File: config.mk
export PLATFORM = sky130hd
export DESIGN_NAME = spi_master_ctrl
export DESIGN_NICKNAME = d
export VERILOG_FILES = /design/src/rtl/spi_master_ctrl.sv
export SDC_FILE = /design/constraint.sdc
export NUM_CORES = 1
export LEC_CHECK = 0
export ABC_AREA = 1
export BUFFER_PORTS_ARGS = -buffer_cell sky130_fd_sc_hd__buf_2
export CAP_MARGIN = 5
export CORE_ASPECT_RATIO = 0.6
export CORE_MARGIN = 2
export CORE_UTILIZATION = 53
export CTS_CLUSTER_SIZE = 16
export DETAILED_ROUTE_END_ITERATION = 10
export PLACE_DENSITY = 0.82
export REMOVE_ABC_BUFFERS = 1
export SLEW_MARGIN = 5
export SYNTH_ARGS = -nofsm -noshare
export SYNTH_HDL_FRONTEND = slang
export SYNTH_SLANG_ARGS = --single-unit
File: constraint.sdc
create_clock -name clk -period 2.1 [get_ports clk]
set_input_delay 0 -clock clk [delete_from_list [all_inputs] [get_ports clk]]
set_output_delay 0 -clock clk [all_outputs]
set_load 0.02 [all_outputs]
File: src/rtl/spi_master_ctrl.sv
`default_nettype none
// ============================================================================
//  Module   : spi_master_ctrl
//  Purpose  : Command-driven SPI master. Turns one parallel command
//             (2-bit op + 8-bit payload) into an 11-bit serial frame
//             (control bit + op + payload, MSB first) on SS_n/MOSI. For
//             read-data commands it waits TURN_CYC turnaround cycles and
//             then collects an 8-bit reply from MISO, MSB first.
//  Ports    : clk, rst         - clock, synchronous active-high reset
//             cmd_valid/ready  - command handshake
//             cmd_op, cmd_data - 00 wr-addr, 01 wr-data, 10 rd-addr,
//                                11 rd-data; payload byte
//             SS_n, MOSI, MISO - SPI bus (SS_n active low)
//             rsp_valid/data   - read-data reply (one-cycle pulse)
//             done             - one-cycle pulse at the end of every frame
//             busy             - high from acceptance until back in IDLE
//             err              - sequence-error pulse
//  Options  : SPI_CTRL_SEQ_CHECK_EN - when defined, a read-data without a
//             preceding read-addr, or a write-data before any write-addr
//             since reset, is rejected with an err pulse and no frame.
//  Revision : 1.0 - initial release
// ============================================================================
module spi_master_ctrl #(
    parameter int TURN_CYC = 2,   // turnaround cycles before first MISO sample
    parameter int IDLE_GAP = 1    // minimum SS_n-high cycles between frames
) (
    input  logic       clk,
    input  logic       rst,
    input  logic       cmd_valid,
    output logic       cmd_ready,
    input  logic [1:0] cmd_op,
    input  logic [7:0] cmd_data,
    output logic       SS_n,
    output logic       MOSI,
    input  logic       MISO,
    output logic       rsp_valid,
    output logic [7:0] rsp_data,
    output logic       done,
    output logic       busy,
    output logic       err
);

    typedef enum logic [2:0] {
        S_IDLE  = 3'd0,
        S_CTRL  = 3'd1,
        S_SHIFT = 3'd2,
        S_TURN  = 3'd3,
        S_READ  = 3'd4,
        S_GAP   = 3'd5
    } state_t;

    localparam logic [3:0] C_TURN_LAST  = 4'(TURN_CYC - 1);
    localparam logic [3:0] C_GAP_LAST   = 4'(IDLE_GAP - 1);
    localparam logic [3:0] C_SHIFT_LAST = 4'd9;
    localparam logic [3:0] C_READ_LAST  = 4'd7;
    localparam logic [1:0] C_OP_WA      = 2'b00;
    localparam logic [1:0] C_OP_WD      = 2'b01;
    localparam logic [1:0] C_OP_RA      = 2'b10;
    localparam logic [1:0] C_OP_RD      = 2'b11;

    state_t     r_state;
    logic [3:0] r_cnt;        // down-counter shared by SHIFT/TURN/READ/GAP
    logic [1:0] r_op;         // op of the frame in flight
    logic [9:0] r_sh;         // outgoing frame, MSB drives MOSI next
    logic [6:0] r_rx;         // first seven MISO bits of the reply
    logic       r_ss_n;
    logic       r_mosi;
    logic       r_ready;
    logic       r_rsp_valid;
    logic [7:0] r_rsp_data;
    logic       r_done;
    logic       r_busy;

`ifdef SPI_CTRL_SEQ_CHECK_EN
    logic r_err;
    logic r_rd_addr_seen;
    logic r_wr_addr_seen;
    logic w_seq_bad;

    // A command is out of sequence if its addressing frame is missing.
    assign w_seq_bad = ((cmd_op == C_OP_RD) && !r_rd_addr_seen) ||
                       ((cmd_op == C_OP_WD) && !r_wr_addr_seen);
    assign err       = r_err;
`else
    assign err       = 1'b0;
`endif

    always_ff @(posedge clk) begin
        if (rst) begin
            r_state     <= S_IDLE;
            r_cnt       <= 4'd0;
            r_op        <= 2'b00;
            r_sh        <= 10'd0;
            r_rx        <= 7'd0;
            r_ss_n      <= 1'b1;
            r_mosi      <= 1'b0;
            r_ready     <= 1'b0;
            r_rsp_valid <= 1'b0;
            r_rsp_data  <= 8'd0;
            r_done      <= 1'b0;
            r_busy      <= 1'b0;
`ifdef SPI_CTRL_SEQ_CHECK_EN
            r_err          <= 1'b0;
            r_rd_addr_seen <= 1'b0;
            r_wr_addr_seen <= 1'b0;
`endif
        end else begin
            // Pulses last exactly one cycle unless re-asserted below.
            r_done      <= 1'b0;
            r_rsp_valid <= 1'b0;
`ifdef SPI_CTRL_SEQ_CHECK_EN
            r_err       <= 1'b0;
`endif
            case (r_state)
                S_IDLE: begin
                    r_ready <= 1'b1;
                    if (cmd_valid && r_ready) begin
`ifdef SPI_CTRL_SEQ_CHECK_EN
                        // Rejected command: stay in IDLE, bus untouched.
                        if (w_seq_bad) begin
                            r_err <= 1'b1;
                        end else
`endif
                        begin
                            r_state <= S_CTRL;
                            r_op    <= cmd_op;
                            r_sh    <= {cmd_op, cmd_data};
                            r_ss_n  <= 1'b0;
                            r_mosi  <= cmd_op[1];
                            r_ready <= 1'b0;
                            r_busy  <= 1'b1;
                        end
                    end
                end

                S_CTRL: begin
                    r_state <= S_SHIFT;
                    r_cnt   <= C_SHIFT_LAST;
                    r_mosi  <= r_sh[9];
                    r_sh    <= {r_sh[8:0], 1'b0};
                end

                S_SHIFT: begin
                    if (r_cnt == 4'd0) begin
                        r_mosi <= 1'b0;
                        if (r_op == C_OP_RD) begin
                            r_state <= S_TURN;
                            r_cnt   <= C_TURN_LAST;
                        end else begin
                            r_state <= S_GAP;
                            r_cnt   <= C_GAP_LAST;
                            r_ss_n  <= 1'b1;
                            r_done  <= 1'b1;
`ifdef SPI_CTRL_SEQ_CHECK_EN
                            if (r_op == C_OP_RA) r_rd_addr_seen <= 1'b1;
                            if (r_op == C_OP_WA) r_wr_addr_seen <= 1'b1;
`endif
                        end
                    end else begin
                        r_cnt  <= r_cnt - 4'd1;
                        r_mosi <= r_sh[9];
                        r_sh   <= {r_sh[8:0], 1'b0};
                    end
                end

                S_TURN: begin
                    if (r_cnt == 4'd0) begin
                        r_state <= S_READ;
                        r_cnt   <= C_READ_LAST;
                    end else begin
                        r_cnt <= r_cnt - 4'd1;
                    end
                end

                S_READ: begin
                    r_rx <= {r_rx[5:0], MISO};
                    if (r_cnt == 4'd0) begin
                        // The eighth bit is taken straight from MISO.
                        r_state     <= S_GAP;
                        r_cnt       <= C_GAP_LAST;
                        r_ss_n      <= 1'b1;
                        r_done      <= 1'b1;
                        r_rsp_valid <= 1'b1;
                        r_rsp_data  <= {r_rx, MISO};
`ifdef SPI_CTRL_SEQ_CHECK_EN
                        r_rd_addr_seen <= 1'b0;
`endif
                    end else begin
                        r_cnt <= r_cnt - 4'd1;
                    end
                end

                S_GAP: begin
                    if (r_cnt == 4'd0) begin
                        r_state <= S_IDLE;
                        r_ready <= 1'b1;
                        r_busy  <= 1'b0;
                    end else begin
                        r_cnt <= r_cnt - 4'd1;
                    end
                end

                default: begin
                    r_state <= S_IDLE;
                    r_ss_n  <= 1'b1;
                    r_mosi  <= 1'b0;
                    r_busy  <= 1'b0;
                end
            endcase
        end
    end

    assign cmd_ready = r_ready;
    assign SS_n      = r_ss_n;
    assign MOSI      = r_mosi;
    assign rsp_valid = r_rsp_valid;
    assign rsp_data  = r_rsp_data;
    assign done      = r_done;
    assign busy      = r_busy;

endmodule
`default_nettype wire

Yosys cells after proc, flatten, opt, wreduce, memory -nomap -nowiden. Cells that the tools add are included. W data, S select, Z words.

Output and inout bits: 15. Bits of input ports: 14. Logic and storage cells: 83. Bits in registers: 40.

Equality and inequality tests: 14. Reduce and logical (&&, ||, !) cells: 19. Add/sub/neg operators: 1. Mux-type cells: 33. Bitwise gates (word level): 4.

Operator list (number): $pmux W10 S3 (1); $mux W10 (2); $pmux W4 S5 (1); $mux W3 (6); $pmux W3 S6 (1); $mux W4 (4); $ne A2 B2 Y1 const B (8); $mux W1 (13); $reduce_and A2 Y1 (5); $reduce_and A5 Y1 (2); $pmux W1 S4 (2); $eq A3 B2 Y1 const B (2); $eq A3 B3 Y1 const B (2); $reduce_and A3 Y1 (2); $reduce_or A3 Y1 (2); $reduce_bool A5 Y1 (1); $logic_not A4 Y1 (1); $not A1 Y1 (4); $pmux W1 S2 (2); $reduce_or A4 Y1 (1); $sub A4 B1 Y4 const B (1); $eq A3 B1 Y1 const B (1); $logic_not A3 Y1 (1); $pmux W1 S3 (1); 5 further kinds (5).

Longest topological paths before layout. Gate-level depths: netlist of the first run.

Depth after elaboration: 4. Gate-level depth with buffers: 10. Gate-level depth less buffers: 9.

Worst setup path after synthesis of the first run. No wires, ideal clock.

Kind: register to register. Start point: register r_cnt[0]. End point: register r_cnt[3]. Period minus slack after synthesis: 1.372 ns. Library setup time: 0.117 ns. Required time: 1.983 ns. Buffers on the path: 0. Arrival time: 1.254 ns. Stages on the path, launching flop included: 9. Path slack: 0.728 ns. Cells stage by stage: dfxtp_1 > inv_1 > ha_1 > nand3_1 > nor2_1 > nor2_2 > nand2_1 > a21oi_1 > nor2_1.

Longest elaborated chain between the ends: 3. Elaborated cells between the ends (all ways): 9. Those cells by class: add/sub: 1; eq/ne: 1; mux: 5; reduce/logical: 2.

Ends and longest elaborated chain: start, declared (RTL line 62) `logic [3:0] r_cnt;`; start signal, assigned (RTL line 160) `r_cnt <= r_cnt - 4'd1;`; start signal, assigned (RTL line 171) `r_cnt <= r_cnt - 4'd1;`; start signal, assigned (RTL line 189) `r_cnt <= r_cnt - 4'd1;`; $sub A4 B1 Y4 / $logic_not A4 Y1 (equally long branches); $mux W4, or another cell as far along (RTL line 194) `if (r_cnt == 4'd0) begin`; $pmux W4 S5 / $reduce_and A2 Y1 (equally long branches).

Several ways; a longest one is shown, not always the timed one. The select of a mux whose other input is x is not followed. A chain may end at the register's enable or synchronous reset.

Worst setup path in the final report of the first run.
Start point: register r_state[0]. End point: register r_sh[7].

Longest elaborated chain between the ends: 3. Elaborated cells between the ends (all ways): 8. Those cells by class: eq/ne: 4; mux: 1; reduce/logical: 3.

Ends and longest elaborated chain: start, declared (RTL line 61) `state_t r_state;`; start signal, assigned (RTL line 90) `r_state <= S_IDLE;`; start signal, assigned (RTL line 125) `r_state <= S_CTRL;`; start signal, assigned (RTL line 137) `r_state <= S_SHIFT;`; $eq A3 B2 Y1, or another cell as far along (RTL line 114) `case (r_state)`; $ne A2 B2 Y1 (no line) / $reduce_bool A3 Y1 (equally long branches); $reduce_and A3 Y1 (no line); end signal, assigned (RTL line 127) `r_sh <= {cmd_op, cmd_data};`; end signal, assigned (RTL line 140) `r_sh <= {r_sh[8:0], 1'b0};`; end signal, assigned (RTL line 162) `r_sh <= {r_sh[8:0], 1'b0};`; end, declared (RTL line 64) `logic [9:0] r_sh;`.

Several ways; a longest one is shown, not always the timed one.

==> results of run 1 <==
[area by class of cell]
class                   count  area (sq um)
flip-flops and latches     40           801
well taps                  45          56.3
inverters                  20          75.1
clock inverters             3          90.1
multi-input cells         203           936
fillers                   305          1100
repair buffers             34           195
clock buffers               5          68.8
[critical path: cells and delay by family (launching register included)]
family	cells	cell delay (ps)
flops	1	550
buf+inv	2	330
compound gates	1	460
simple gates	4	400
[kinds of logic after synthesis]
family                     Yosys count
other                                1
adders and majority gates            2
buffers and inverters               31
DFF                                 40
xor gates and xnor gates             1
AOI/OAI and AO/OA                   50
and+or+nand+nor                    149
[power breakdown]
group	total, mW	leakage (nW)	internal [mW]	switching [mW]
sequential	1.06	0.327	0.929	0.134
combinational	1.31	0.677	0.435	0.879
clock	0.868	0.0784	0.594	0.274
[cells in the mapped netlist]
cell,n
inv_2,4
o21ai_0,19
a21oi_1,17
nand3_2,1
xnor2_1,1
conb_1,1
nand3_1,28
nor2_1,53
nand4_1,2
a211oi_1,3
dfxtp_1,40
buf_4,4
buf_2,3
nand3_4,1
nand2_2,1
nand2_1,58
inv_1,16
a21oi_2,1
clkbuf_1,4
nor2_4,1
nor2_2,2
ha_1,2
o21ai_1,10
nor3_1,2
[stage by stage]
step / worst slack (ps) / util / std cells / area (sq um) / power [mW]
floorplan: 513 / - / 263 / 1810 / 2.00
global placement: 416 / 0.612 / 339 / 2030 / 2.33
detailed placement: 318 / 0.612 / 339 / 2030 / 2.35
CTS: 303 / 0.669 / 350 / 2220 / 3.23
global route: 31.6 / 0.669 / 350 / 2220 / 3.49
finish: 263 / 0.669 / 350 / 2220 / 3.24
[sequential cells by signal, summed over array words and instances, names as in the netlist]
register and cells:
r_state 3, r_cnt 4, MOSI 1, r_op 2, cmd_ready 1, r_sh 10
done 1, r_rx 7, rsp_data 8, SS_n 1, busy 1, rsp_valid 1
[per-layer routing]
metal	track usage	wire length (microns)	vias to the layer above
li1	-	-	944
met1	0.354	2180	843
met2	0.339	1780	93
met3	0.0531	366	7
met4	0.0847	49	0
met5	0	0	-
[worst max-delay path by stage]
stage	start	endpoint	slack, ps	cells after the start
2_1_floorplan	r_cnt[0]	rsp_data[0]	510	7
3_3_place_gp	r_state[0]	r_sh[3]	420	7
3_5_place_dp	r_state[0]	r_sh[7]	320	7
4_1_cts	r_state[0]	r_sh[7]	300	7
5_1_grt	r_state[0]	r_sh[7]	30	7
6_report	r_state[0]	r_sh[7]	260	7
==> out/metrics.cfg, run 1 <==
[status]
status=complete, no violations

[power]
p_leak_nw=1.08
power_density_mw_per_mm2=1460
ir_worst_vdd_mv=0.728

[critical_path]
cp_common_cell=nor2_1
criticalPathCategory=register to register
slowest_stage=dfxtp_1
required_ps=2290
cp.arrival_ps=2030
r2r_cells=7
crit_fanout=12
path_cells=inv_1 > nand2_1 > nor2_2 > a21oi_2 > inv_2 > nor2_1 > nor2_1
r2r_start=r_state[0]
reg2reg_setup_slack_ps=260
end_kind=register
rr_endpoint=r_sh[7]
setup.worst_path.start_class=register
worst_path_largest_cell_delay_ps=550

[yosys]
synth_cells=274
synth_xor_area_frac=0.00468
synth.cell_area_sq_mm=0.00187
synth_top_area_cell=dfxtp_1
synth_top_family_by_area=simple AND/OR/NAND/NOR gates
ys_ff_latch=40
ys_types=24
ys_seq_area_frac=0.428
synth_compound_area_frac=0.140
yosysTopAreaCellShare=0.428
synthSimpleGateAreaFrac=0.340
synth_fa_ha_area_frac=0.0134
synthMuxAreaShare=0
synth_area_leaders=dfxtp_1 43%, nand2_1 12%, nor2_1 11%
ys_warn_count=0
syn_area_per_cell_sq_um=6.83

[clock_tree]
clockRootBuffer=clkbuf_8
postCtsHoldBufs=3
post_cts_buffers=0
clk_path_buf_depth=2
clkLatencyLatePin_ps=300
cts_tree=done
ctsResizeCount=0
numCtsBuffers=5
clk_pin_slew_ps=80
cts_sinks=40
htreeDepth=2

[global_routing]
grt_max_degree=28
grt_usage=0.239
grt_antenna_before_repair=0
grt_first_pass_wirelength_mm=7.42
grt_pass1_vias=1664
overflow=0

[min_path]
hold_end=r_sh[0]
min_path_cells=5
holdCritPathClass=input pin to register
min_from=cmd_data[0]

[detailed_routing]
drcViolationCount=0
drt-initial-drc-count=152
via_per_inst=5.39
routedWlPerCell_microns=12.5
routed_wl_mm=4.37
ant_nets=0
vias=1887
dr.pass1.iters=5

[placed_design]
dpl.hpwl_mm=3.01
globalplace.congestion=0.886
io_buffers=27

[timing]
fin_crit_ps=1840
slew_headroom=0.535
setup_viol=0
setup_tns_ps=0
fmax_mhz=544
rsz0062_at_grt=false
holdWs_ps=55.7
drv_slew=0
period_share=0.875
skew_ps=5.03
tightest_slew_ps=697
finalHoldViolations=0

[die]
rows=16
start_util=0.563
die_w_microns=80.7
die-area_sq_mm=0.00404
dieHeight_microns=50.0
core_area_sq_mm=0.00332
io_pins=29

[cells_and_area]
fin_nets=320
area_growth_syn_to_layout_pct=18.7
antenna_cells=0
final_cell_mix=58 x nand2_1, 53 x nor2_1, 40 x dfxtp_1, 28 x nand3_1, 27 x buf_2
mostFrequentLayoutCell=nand2_1
drive_gt1_frac=0.164

[job]
cap_violations=0

Note: power is estimated with default switching activity, not from simulation.
==> inputs of run 2 (changes only) <==
--- a/config.mk
+++ b/config.mk
@@ -9,7 +9,6 @@
 export BUFFER_PORTS_ARGS = -buffer_cell sky130_fd_sc_hd__buf_2
 export CAP_MARGIN = 5
 export CORE_ASPECT_RATIO = 0.6
-export CORE_MARGIN = 2
 export CORE_UTILIZATION = 53
 export CTS_CLUSTER_SIZE = 16
 export DETAILED_ROUTE_END_ITERATION = 10
==> out/metrics.cfg, run 2 (synthesis results as in run 1) <==
[detailed_routing]
routed_wl_mm=4.50  ; +2.8%
drcViolationCount=0  ; unchanged
drt-initial-drc-count=167  ; +9.9%
routedWlPerCell_microns=12.7  ; +1.9%
dr.pass1.iters=6  ; +1
vias=1895  ; +0.42%
via_per_inst=5.37  ; -0.43%
ant_nets=0  ; unchanged

[global_routing]
grt_pass1_vias=1460  ; -12%
met2_usage=0.327  ; -0.0119
grt_max_degree=28  ; unchanged
grt_first_pass_wirelength_mm=6.94  ; -6.5%
grt_antenna_before_repair=0  ; unchanged
grt_use_met3=0.0705  ; +0.0174
grt_usage=0.252  ; +0.0122
overflow=0  ; unchanged
use_met1=0.381  ; +0.0266
grt.busiest_layer=met1

[timing]
skew_ps=7.54  ; +2.51 ps
fin_crit_ps=1740  ; -93.2 ps
drv_slew=0  ; unchanged
setup_viol=0  ; unchanged
slew_headroom=0.512  ; -0.0233
fmax_mhz=573  ; +5.3%
setup_tns_ps=0  ; unchanged
period_share=0.830  ; -0.0444
tightest_slew_ps=732  ; +34.9 ps
finalHoldViolations=0  ; unchanged
rsz0062_at_grt=false

[cells_and_area]
antenna_cells=0  ; unchanged
area_growth_syn_to_layout_pct=16.2
mostFrequentLayoutCell=nand2_1
fin_cells=353  ; +0.86%
largest_register=r_sh
multi_input_area_sq_um=936  ; unchanged
final_cell_mix=58 x nand2_1, 53 x nor2_1, 40 x dfxtp_1, 28 x nand3_1, 27 x buf_2
ff_latch_area_sq_um=801  ; unchanged
fin_area_sq_mm=0.00218  ; -2.1%
largest_reg_flops=10  ; unchanged
drive_gt1_frac=0.166  ; +0.00165
fin_nets=323  ; +0.94%
fillCellCount=291  ; -4.6%

[job]
cap_violations=0  ; unchanged

[critical_path]
crit_fanout=10  ; -2
criticalPathCategory=register to register
cp.arrival_ps=1980  ; -50 ps
end_kind=register
required_ps=2330  ; +40 ps
setup.worst_path.start_class=register

[placed_design]
place_area_sq_mm=0.00206  ; +1.1%
dp_cells=342  ; +0.88%
dpl.hpwl_mm=3.17  ; +5.4%
io_buffers=27  ; unchanged
globalplace.congestion=0.921  ; +3.9%

[clock_tree]
htreeDepth=2  ; unchanged
clockRootBuffer=clkbuf_8
clk_path_buf_depth=2  ; unchanged
cts_sinks=40  ; unchanged
clkLatencyLatePin_ps=300  ; about the same
post_cts_buffers=0  ; unchanged
cts_tree=done
numCtsBuffers=5  ; unchanged
clk_pin_slew_ps=80  ; about the same

[die]
io_pins=29  ; unchanged
die-area_sq_mm=0.00378  ; -6.4%
start_util=0.567  ; +0.00341
core_area_sq_mm=0.00330  ; -0.60%
rows=16  ; unchanged
dieHeight_microns=48.0  ; -4.0%
die_w_microns=78.7  ; -2.5%

[power]
power_density_mw_per_mm2=1370  ; -6.0%
ir_worst_vdd_mv=0.712  ; -2.1%
p_leak_nw=1.06  ; -1.7%
finalPower_mw=2.99  ; -8.0%

[status]
status=complete, no violations

[min_path]
holdCritPathClass=input pin to register

==> run 2: cell types whose count changed in the layout (fill, tap and decap cells not counted), sizes merged <==
cell | previous run | this run
clkbuf | 5 | 8
bufinv | 3 | 0
buf | 31 | 34
==> run 2: final timing paths <==
path,start,endpoint,slack [ps],cells after the start
setup / recovery,r_state[0],r_sh[5],360,7
hold / removal,cmd_data[6],r_sh[6],50,5
setup reg to reg,r_state[0],r_sh[5],360,7
hold reg to reg,busy,busy,460,2
==> run 2: repair_timing <==
item                                   in CTS  in global routing
endpoints found under the hold margin       3                  0
setup endpoints to repair                   0                  0
hold buffers                                3                  0
gates resized for setup                     0                  0
==> run 2: metal layers <==
| metal | share of wire | vias up |
|---|---|---|
| li1 | - | 954 |
| met5 | 0 | - |
| met3 | 0.086 | 11 |
| met1 | 0.50 | 845 |
| met2 | 0.40 | 85 |
| met4 | 0.012 | 0 |
==> run 2: cell type report <==
class,count,area share
sequential,40,0.368
multi-input combinational,203,0.430
timing repair buffer,37,0.100
tap,45,0.0259
clock buffer,8,0.0414
inverter,20,0.0345
==> run 2: power breakdown <==
group	switching [mW]	leakage [nW]	internal (mW)	total, mW
Combinational	0.903	0.691	0.476	1.38
Sequential	0.137	0.327	0.929	1.07
Clock	0.273	0.0455	0.268	0.541
==> run 2: through the flow <==
| step | setup slack, ps | hold slack [ps] | utilization |
|---|---|---|---|
| 5_1_grt | 210 | 74.2 | 0.659 |
| 2_1_floorplan | 513 | 69.1 | - |
| 3_3_place_gp | 537 | 244 | 0.622 |
| 3_5_place_dp | 439 | 248 | 0.622 |
| 4_1_cts | 414 | 46.4 | 0.659 |
| 6_report | 356 | 51.7 | 0.659 |
==> run 2: critical path: stages (launching register included) <==
cell and delay [ps]:
dfxtp_1 570, inv_1 130, nand2_1 120, nor2_2 70, a21oi_2 370, buf_4 220, o21ai_1 70, nor2_1 130
